===== config.mk =====
export PLATFORM = sky130hd
export DESIGN_NAME = onehot_select_seq_flat
export DESIGN_NICKNAME = d
export VERILOG_FILES = /design/src/rtl/onehot_select_seq_if.sv /design/src/rtl/onehot_select_seq.sv /design/src/flat_wrapper.sv
export SDC_FILE = /design/constraint.sdc
export NUM_CORES = 1
export LEC_CHECK = 0
export CORE_ASPECT_RATIO = 1.5
export CORE_MARGIN = 2
export CORE_UTILIZATION = 35
export CTS_BUF_LIST = sky130_fd_sc_hd__clkbuf_8
export DETAILED_ROUTE_END_ITERATION = 10
export PLACE_DENSITY_LB_ADDON = 0.12
export SYNTH_ARGS = -nofsm -noshare
export SYNTH_HDL_FRONTEND = slang
export SYNTH_SLANG_ARGS = --single-unit

===== constraint.sdc =====
create_clock -name clock -period 1.5 [get_ports clock]
set_input_delay 0.15 -clock clock [delete_from_list [all_inputs] [get_ports clock]]
set_output_delay 0.15 -clock clock [all_outputs]
set_load 0.01 [all_outputs]

===== src/rtl/onehot_select_seq_if.sv =====
// Request/scan/output bundle for the one-hot write-select decoder.
interface onehot_select_seq_if #(
    parameter int unsigned SEL_W = 3
);
    localparam int unsigned OUT_W = 1 << SEL_W;

    logic             enable;
    logic             req_valid;
    logic [SEL_W-1:0] req_sel;
    logic             req_ready;
    logic             scan_start;
    logic             scan_busy;
    logic             scan_done;
    logic [OUT_W-1:0] out_onehot;
    logic             out_valid;
    logic [SEL_W-1:0] out_index;

    // Write-control side: issues requests and scans, consumes the select.
    modport master (
        output enable, req_valid, req_sel, scan_start,
        input  req_ready, scan_busy, scan_done, out_onehot, out_valid, out_index
    );

    // Decoder side.
    modport slave (
        input  enable, req_valid, req_sel, scan_start,
        output req_ready, scan_busy, scan_done, out_onehot, out_valid, out_index
    );
endinterface


===== src/rtl/onehot_select_seq.sv =====
// Registered SEL_W-to-2^SEL_W one-hot decoder for register-file write selects.
// DIRECT mode decodes one accepted request per cycle; SCAN mode walks a single
// bit across every output (bulk clear/init). MASK_ZERO suppresses index 0 for a
// hardwired zero register.
module onehot_select_seq #(
    parameter int unsigned SEL_W     = 3,
    parameter bit          MASK_ZERO = 1'b0
) (
    input logic                clock,
    input logic                ctrl_reset_n,
    onehot_select_seq_if.slave bus
);
    localparam int unsigned      OUT_W = 1 << SEL_W;
    localparam logic [SEL_W-1:0] FIRST = MASK_ZERO ? SEL_W'(1) : SEL_W'(0);
    localparam logic [SEL_W-1:0] LAST  = SEL_W'(OUT_W - 1);

    typedef enum logic [0:0] {StIdle, StScan} state_e;

    state_e           state_q;
    logic [SEL_W-1:0] cnt_q;
    logic [OUT_W-1:0] onehot_q;
    logic             valid_q;
    logic [SEL_W-1:0] index_q;
    logic             done_q;

    // Handshake and status derived from the current state.
    always_comb begin
        bus.req_ready = bus.enable & (state_q == StIdle) & ~bus.scan_start;
        bus.scan_busy = (state_q == StScan);
    end

    // Control FSM with registered decoder outputs; enable low freezes state/cnt.
    always_ff @(posedge clock or negedge ctrl_reset_n) begin
        if (!ctrl_reset_n) begin
            state_q  <= StIdle;
            cnt_q    <= '0;
            onehot_q <= '0;
            valid_q  <= 1'b0;
            index_q  <= '0;
            done_q   <= 1'b0;
        end else if (!bus.enable) begin
            onehot_q <= '0;
            valid_q  <= 1'b0;
            done_q   <= 1'b0;
        end else begin
            unique case (state_q)
                StIdle: begin
                    done_q <= 1'b0;
                    if (bus.scan_start) begin
                        // Scan wins over a same-cycle request.
                        state_q  <= StScan;
                        cnt_q    <= FIRST;
                        onehot_q <= '0;
                        valid_q  <= 1'b0;
                    end else if (bus.req_valid) begin
                        if (MASK_ZERO && (bus.req_sel == '0)) begin
                            // Accepted but never drives the hardwired zero register.
                            onehot_q <= '0;
                            valid_q  <= 1'b0;
                            index_q  <= '0;
                        end else begin
                            onehot_q <= OUT_W'(1) << bus.req_sel;
                            valid_q  <= 1'b1;
                            index_q  <= bus.req_sel;
                        end
                    end else begin
                        onehot_q <= '0;
                        valid_q  <= 1'b0;
                    end
                end
                StScan: begin
                    onehot_q <= OUT_W'(1) << cnt_q;
                    valid_q  <= 1'b1;
                    index_q  <= cnt_q;
                    if (cnt_q == LAST) begin
                        done_q  <= 1'b1;
                        state_q <= StIdle;
                        cnt_q   <= '0;
                    end else begin
                        done_q <= 1'b0;
                        cnt_q  <= cnt_q + SEL_W'(1);
                    end
                end
                default: begin
                    state_q <= StIdle;
                end
            endcase
        end
    end

    assign bus.out_onehot = onehot_q;
    assign bus.out_valid  = valid_q;
    assign bus.out_index  = index_q;
    assign bus.scan_done  = done_q;
endmodule


===== src/flat_wrapper.sv =====
// flat-port wrapper written by rule: the top's interface ports become plain ports
module onehot_select_seq_flat 
#(
    parameter int unsigned SEL_W     = 3,
    parameter bit          MASK_ZERO = 1'b0
)
  (clock, ctrl_reset_n, bus_enable, bus_req_valid, bus_req_sel, bus_scan_start, bus_req_ready, bus_scan_busy, bus_scan_done, bus_out_onehot, bus_out_valid, bus_out_index);
  onehot_select_seq_if #(.SEL_W(SEL_W)) bus_i ();
  input logic clock;
  input logic ctrl_reset_n;
  input wire logic [$bits(bus_i.enable)-1:0] bus_enable;
  input wire logic [$bits(bus_i.req_valid)-1:0] bus_req_valid;
  input wire logic [$bits(bus_i.req_sel)-1:0] bus_req_sel;
  input wire logic [$bits(bus_i.scan_start)-1:0] bus_scan_start;
  output wire logic [$bits(bus_i.req_ready)-1:0] bus_req_ready;
  output wire logic [$bits(bus_i.scan_busy)-1:0] bus_scan_busy;
  output wire logic [$bits(bus_i.scan_done)-1:0] bus_scan_done;
  output wire logic [$bits(bus_i.out_onehot)-1:0] bus_out_onehot;
  output wire logic [$bits(bus_i.out_valid)-1:0] bus_out_valid;
  output wire logic [$bits(bus_i.out_index)-1:0] bus_out_index;
  assign bus_i.enable = bus_enable;
  assign bus_i.req_valid = bus_req_valid;
  assign bus_i.req_sel = bus_req_sel;
  assign bus_i.scan_start = bus_scan_start;
  assign bus_req_ready = bus_i.req_ready;
  assign bus_scan_busy = bus_i.scan_busy;
  assign bus_scan_done = bus_i.scan_done;
  assign bus_out_onehot = bus_i.out_onehot;
  assign bus_out_valid = bus_i.out_valid;
  assign bus_out_index = bus_i.out_index;
  onehot_select_seq #(.SEL_W(SEL_W), .MASK_ZERO(MASK_ZERO)) u_core (.clock(clock), .ctrl_reset_n(ctrl_reset_n), .bus(bus_i));
endmodule

# Word-level counts from Yosys, hierarchy flattened
# Cells that the tools add are included.
totals:
  reg_bits: 17
  inputBits: 8
  output_inout_bits: 15
  word_cells: 39
classes:
  add_sub_neg: 1
  eq_ne: 4
  n_shift: 2
  n_mux: 20
  bitwise: 4
  reduce_logical: 2
op_table:
  columns: ["operator", "n"]
  rows:
  - ["$mux 8", 3]
  - ["$pmux 8 s2", 1]
  - ["$shl 1x3->8 const A", 2]
  - ["$mux 3", 4]
  - ["$pmux 3 s2", 2]
  - ["$mux 1", 7]
  - ["$ne 2x2->1 const B", 3]
  - ["$pmux 1 s2", 3]
  - ["$add 3x1->3 const B", 1]
  - ["$eq 3x3->1 const B", 1]
  - ["$reduce_and 3->1", 1]
  - ["$and 1x1->1", 2]
  - ["$not 1->1", 2]
  - ["$reduce_and 2->1", 1]

# Longest topological paths before layout
# Gate-level depths: netlist of the first run.
depth:
  ltp_word: 5
  depth_mapped: 4
  depth_no_buf: 4

# Worst setup path before layout of the first run
# OpenSTA, ideal clock, no wires.
synth_timing:
  path_type: "reg2reg"
  from: "register u_core.state_q (netlist: u_core.bus.scan_busy)"
  to: "register u_core.index_q[0] (netlist: u_core.bus.out_index[0])"
  setup_ns: 0.125
  arrival_ns: 1.057
  required_time_ns: 1.375
  setup_slack_ns: 0.318
  stages_incl_launch_ff: 3
  path_buffers: 0
  synth_period_minus_slack_ns: 1.182
  path_cell_list: "dfrtp_1 -> mux2_2 -> mux2_2"
synth_via:
  elab_chain_len: 3
  elab_cells_between_ends: 5
  cone_classes: "2 x eq/ne; 1 x mux; 1 x bitwise; 1 x reduce/logical"
synth_lines:
  columns: ["element", "line", "source"]
  rows:
  - ["start, declared", "onehot_select_seq.sv:19", "state_e state_q;"]
  - ["start signal, assigned", "onehot_select_seq.sv:35", "state_q <= StIdle;"]
  - ["start signal, assigned", "onehot_select_seq.sv:51", "state_q <= StScan;"]
  - ["start signal, assigned", "onehot_select_seq.sv:77", "state_q <= StIdle;"]
  - ["$not 1->1", "onehot_select_seq.sv:46", "unique case (state_q)"]
  - ["$ne 2x2->1 (no line)", null, null]
  - ["$reduce_and 3->1 (no line)", null, null]
  - ["end signal, assigned", "onehot_select_seq.sv:64", "index_q <= bus.req_sel;"]
  - ["end signal, assigned", "onehot_select_seq.sv:74", "index_q <= cnt_q;"]
  - ["end, declared", "onehot_select_seq.sv:23", "logic [SEL_W-1:0] index_q;"]
# Several ways; a longest one is shown, not always the timed one.
# A chain may end at the register's enable or synchronous reset.

# Worst setup path in the final report of the first run
layout_timing:
  from: "register u_core.index_q[2] (netlist: u_core.bus.out_index[2])"
  to: "output bus_out_index[2]"
layout_rtl:
  columns: ["element", "line", "source"]
  rows:
  - ["end, declared", "flat_wrapper.sv:20", "output wire logic [$bits(bus_i.out_index)-1:0] bus_out_index;"]
# No word-level cell between the ends.

==> flow_metrics.py, run 1 <==
metrics = {
    "setup_path": {
        "critPathMaxStageDelay_ps": 550,
        "cp_cell_sequence": "clkdlybuf4s50_1",
        "r2r_end": "u_core.cnt_q[0]",
        "cp.depth": 1,
        "startpoint": "u_core.bus.out_index[2]",
        "crit_required_ps": 1350,
        "arrival_ps": 1180,
        "crit_end": "bus_out_index[2]",
        "path_buf_inv": 1,
        "crit_type": "flip-flop to output pin",
        "r2r_start": "u_core.cnt_q[1]",
        "crit_path_end_kind": "output pin",
        "crit_fanout": 3,
        "r2r_cells": 4,
        "critPathTopFamily": "buffers and inverters",
        "crit_path_start_kind": "flip-flop",
        "cp_slowest_cell": "clkdlybuf4s50_1",
        "ff2ff_setup_slack_ps": 220,
    },
    "yosys": {
        "netlist.area_leader.share": 0.5159,
        "syn_area_um2": 824.5,
        "synth_seq_cells": 17,
        "ys_warn_count": 0,
        "synth_top_cells_by_count": "dfrtp_1 (17), a22o_1 (7), ha_1 (6), inv_1 (5), mux2_2 (5)",
        "syn_avg_cell_area_um2": 11.61,
        "async_flop_share": 1.000,
        "yosysUniqueCellTypes": 24,
        "synth_area_leaders": "dfrtp_1 (52%), ha_1 (9.1%), a22o_1 (7.4%)",
        "synth_edf_count": 0,
        "postSynthCellCount": 71,
        "synth_fp_nets": 85,
        "yosysTopAreaCell": "dfrtp_1",
        "yosysMostFrequentCell": "dfrtp_1",
        "seq_area_frac_synth": 0.5159,
        "synth-main-ff-cell": "dfrtp_1",
    },
    "sta": {
        "final.period_utilization": 0.8837,
        "slew_headroom": 0.8326,
        "max_slew.worst_pin.slew_ps": 250.2,
        "setup_viol": 0,
        "setup_ws_ps": 174.4,
        "fin_crit_ps": 1326,
        "fin_skew_ps": 4.304,
        "final_hold_viol_count": 0,
        "rsz0062_at_grt": "no",
        "slew_violations": 0,
        "clock.fmax_mhz": 754.4,
    },
    "flow_run": {
        "timing.max_cap.violations": 0,
    },
    "global_route": {
        "overflow": 0,
        "grt_start_max_net_pins": 18,
        "track_usage": 0.1326,
        "grt_pass1_vias": 622,
        "antenna_found_initial": 0,
        "grt_pass1_wl_um": 2794,
    },
    "pwr": {
        "p_leak_nw": 0.5625,
        "ir_worst_vdd_uv": 756.8,
        "power_switching_mw": 0.5461,
        "p_clk_frac": 0.198,
        "power_density_nw_per_um2": 1429,
        "intPower_mw": 1.169,
        "p_comb_frac": 0.409,
        "seq_power_share": 0.393,
        "p_sw_frac": 0.3184,
    },
    "clocking": {
        "cts-resized-gates": 2,
        "cts_max_level": 1,
        "hold_buffers": 0,
        "post_cts_buffers": 0,
        "cts_root_buffer": "clkbuf_8",
        "path_clk_slew_ps": 70,
        "numCtsBuffers": 3,
        "cts_sinks": 17,
        "clockBufferDepth": 2,
        "tritoncts": "yes",
        "clkLatencyLatePin_ps": 250,
    },
    "floorplan": {
        "dieHeight_um": 63.45,
        "start_util": 0.3692,
        "std_cell_rows": 21,
        "pin_count": 23,
        "chipWidth_um": 43.63,
        "die_area_um2": 2768,
        "coreArea_um2": 2233,
    },
    "placement": {
        "dp_slack_ps": -36.11,
        "gp_congestion": 0.7929,
        "portBuffers": 22,
        "place_area_um2": 1149,
        "dpl.hpwl_um": 1319,
    },
    "routing": {
        "num_vias": 650,
        "vias_per_cell": 5.000,
        "ant_nets": 0,
        "wire_per_inst_um": 12.90,
        "drt-initial-drc-count": 19,
        "wirelength_um": 1677,
        "drc": 0,
        "firstDrtPassIters": 3,
    },
    "min_path": {
        "min_path_type": "primary input to asynchronous set/reset pin",
    },
    "run_status": {
        "status": "completed",
    },
    "finish": {
        "layout-drive-gt1-share": 0.2243,
        "fin_area_um2": 1200,
        "syn2layout_area_growth_pct": 45.52,
        "n_antenna_cell": 0,
        "fin_nets": 122,
        "fin_util": 0.5373,
    },
}
cells in the final DEF, fill, tap and decap left out, types with 2 or more instances in the layout:
cell type	n
mux2_2	5
clkbuf_8	3
o21ai_1	2
a21oi_1	4
and3_1	2
inv_1	5
nand2_1	4
nor2b_1	2
ha_1	6
clkdlybuf4s50_1	20
a22o_1	7
buf_4	10
dfrtp_1	17
nor2_1	4
cell type report:
class / instances / area (um2)
clock buffer: 3 / 41.29
inverter: 5 / 18.77
clock inverter: 1 / 5.005
sequential: 17 / 425.4
timing repair buffer: 33 / 307.8
tap: 23 / 28.78
multi-input combinational: 48 / 372.9
fill: 205 / 1033
metrics by stage:
stage,std cells,power [mW],TNS (ps),hold slack [ps]
detailed placement,126,1.386,-36.11,499.4
floorplan,71,1.046,0,-145.6
global route,130,1.826,0,243.1
finish,130,1.715,0,224.3
global placement,126,1.376,0,492.2
CTS,130,1.737,0,235.9
power groups by stage:
stage               Combinational (mW)  Clock (mW)  Sequential (mW)
floorplan                        0.322           0            0.724
finish                           0.701       0.340            0.674
detailed placement               0.707           0            0.679
CTS                              0.714       0.349            0.675
global route                     0.770       0.370            0.687
global placement                 0.701           0            0.675
kinds of logic (layout without fill, tap and decap cells):
group           after synthesis  in the layout  share of synthesized area
fa+ha+maj                     6              6                    0.09104
simple gates                 21             21                     0.1532
mux                           6              6                    0.08042
buf+inv                       6             42                    0.03187
compound gates               15             15                     0.1275
flops                        17             17                     0.5159
registers in the layout, indices dropped and copies added, names as in the netlist:
signal / flops
u_core.bus.out_onehot: 8
u_core.bus.scan_busy: 1
u_core.bus.out_valid: 1
u_core.bus.scan_done: 1
u_core.bus.out_index: 3
u_core.cnt_q: 3
worst min path at each step:
stage / from / to / slack (ps) / cells after the start
after floorplan: ctrl_reset_n / u_core.bus.out_index[0] / -150 / 0
after global placement: u_core.bus.out_index[1] / u_core.bus.out_index[1] / 490 / 1
after detailed placement: ctrl_reset_n / u_core.bus.out_index[2] / 500 / 2
after CTS: ctrl_reset_n / u_core.bus.out_index[2] / 240 / 2
after global routing: ctrl_reset_n / u_core.bus.out_onehot[3] / 240 / 2
final: ctrl_reset_n / u_core.bus.out_onehot[3] / 220 / 2
layer usage:
layer  wire (um)  part of all wire  GRT usage
met5           0                 0          0
met4          13            0.0078    0.04545
met3          71             0.042    0.03152
met2         890              0.53     0.2426
met1         702              0.42     0.1405
Power figures use the tool's default switching activity.
==> inputs of run 2 (changes only) <==
GPL_TIMING_DRIVEN = 0   (was unset)
==> flow_metrics.py, run 2 (synthesis results as in run 1) <==
metrics = {
    "sta": {
        "fin_crit_ps": 1380,
        "setup_ws_ps": 119.9,
        "slew_headroom": 0.5136,
        "clock.fmax_mhz": 724.6,
        "rsz0062_at_grt": "no",
        "slew_violations": 0,
        "final.period_utilization": 0.9201,
        "fin_skew_ps": 4.705,
        "setup_viol": 0,
        "max_slew.worst_pin.slew_ps": 727.4,
        "final_hold_viol_count": 0,
        "setup-tns-final_ps": 0,
    },
    "setup_path": {
        "cp_slowest_cell": "clkdlybuf4s50_1",
        "crit_path_end_kind": "output pin",
        "arrival_ps": 1230,
        "path_buf_inv": 1,
        "crit_path_start_kind": "flip-flop",
        "critPathMaxStageDelay_ps": 550,
        "critPathTopFamily": "buffers and inverters",
        "crit_fanout": 7,
        "crit_required_ps": 1350,
        "cp_cell_sequence": "clkdlybuf4s50_1",
        "crit_type": "flip-flop to output pin",
    },
    "finish": {
        "final_cells": 120,
        "mostFrequentLayoutCells": "clkdlybuf4s50_1 (20), dfrtp_1 (16), a22o_1 (7), ha_1 (6)",
        "layout-drive-gt1-share": 0.1649,
        "syn2layout_area_growth_pct": 35.66,
        "n_antenna_cell": 0,
        "fin_nets": 112,
        "fin_util": 0.5008,
        "largest_reg_flops": 8,
        "layout_commonest_cell": "clkdlybuf4s50_1",
    },
    "routing": {
        "wire_per_inst_um": 13.54,
        "wirelength_um": 1625,
        "drt-initial-drc-count": 11,
        "drc": 0,
        "ant_nets": 0,
        "num_vias": 628,
        "firstDrtPassIters": 4,
        "vias_per_cell": 5.233,
    },
    "placement": {
        "dpl.hpwl_um": 1300,
        "dp_slack_ps": -269.2,
        "portBuffers": 22,
        "gp_congestion": 0.7868,
        "placed_cells": 116,
    },
    "floorplan": {
        "pin_count": 23,
        "dieHeight_um": 63.45,
        "coreArea_um2": 2233,
        "die_area_um2": 2768,
        "chipWidth_um": 43.63,
        "std_cell_rows": 21,
        "start_util": 0.3692,
    },
    "pwr": {
        "intPower_mw": 1.150,
        "power_density_nw_per_um2": 1508,
        "ir_worst_vdd_uv": 794.6,
        "power_switching_mw": 0.5366,
        "finalPower_mw": 1.686,
        "seq_power_share": 0.405,
        "p_comb_frac": 0.396,
        "p_sw_frac": 0.3182,
        "p_clk_frac": 0.198,
        "p_leak_nw": 0.5165,
    },
    "clocking": {
        "tritoncts": "yes",
        "clkLatencyLatePin_ps": 250,
        "path_clk_slew_ps": 70,
        "cts_root_buffer": "clkbuf_8",
        "post_cts_buffers": 0,
        "numCtsBuffers": 3,
        "cts_max_level": 1,
        "clockBufferDepth": 2,
        "hold_buffers": 0,
        "cts_sinks": 17,
    },
    "global_route": {
        "grt_pass1_vias": 688,
        "grt_start_max_net_pins": 18,
        "track_usage": 0.1387,
        "antenna_found_initial": 0,
        "grt_pass1_wl_um": 2884,
        "overflow": 0,
    },
    "min_path": {
        "min_path_type": "primary input to asynchronous set/reset pin",
    },
    "run_status": {
        "status": "completed",
    },
    "flow_run": {
        "timing.max_cap.violations": 0,
    },
}
run 2: cell count changes in the layout (fill, tap and decap cells not counted), sizes merged:
cell,before,now
buf,11,1
clkbuf,3,4
dlygate4sd2,1,0
run 2: cell type report:
type,instances,area (um2)
Timing Repair Buffer,22,217.7
Fill cell,212,1115
Clock inverter,1,5.005
Tap cell,23,28.78
Buffer,1,7.507
Multi-Input combinational cell,48,372.9
Sequential cell,17,426.7
Clock buffer,3,41.29
Inverter,5,18.77
run 2: worst paths after layout:
kind / start / slack, ps / cells past startpoint / endpoint
max in group asynchronous: ctrl_reset_n / 660 / 1 / u_core.bus.scan_busy
min in group clock: bus_enable / 330 / 3 / u_core.bus.out_onehot[3]
hold / removal: ctrl_reset_n / 330 / 1 / u_core.bus.out_onehot[3]
hold reg to reg: u_core.bus.out_index[0] / 510 / 1 / u_core.bus.out_index[0]
setup / recovery: u_core.bus.scan_busy / 120 / 1 / bus_scan_busy
setup reg to reg: u_core.cnt_q[1] / 240 / 4 / u_core.cnt_q[0]
run 2: metal layers:
metal | GRT usage | vias to the layer above | share of wire
met5 | 0 | - | 0
met4 | 0.07576 | 0 | 0.012
met3 | 0.03152 | 2 | 0.036
met2 | 0.2482 | 13 | 0.57
met1 | 0.1400 | 314 | 0.39
li1 | - | 299 | -
run 2: repair_timing:
action	in CTS	in global routing
resized for setup	2	3
pin swaps	0	0
gates cloned	0	0
endpoints found under the setup margin	1	1
run 2: through the flow:
step,instance area [um2],hold slack (ps)
finish,1119,332.1
global placement,1074,490.3
CTS,1120,374.4
detailed placement,1074,498.2
global route,1119,370.7
floorplan,824.5,-145.6
run 2: power by group through the flow:
stage / logic, mW / registers (mW) / clock network, mW
final: 0.668 / 0.684 / 0.335
after global routing: 0.750 / 0.703 / 0.374
after CTS: 0.680 / 0.686 / 0.347
after detailed placement: 0.677 / 0.693 / 0
after global placement: 0.662 / 0.687 / 0
after floorplan: 0.322 / 0.724 / 0
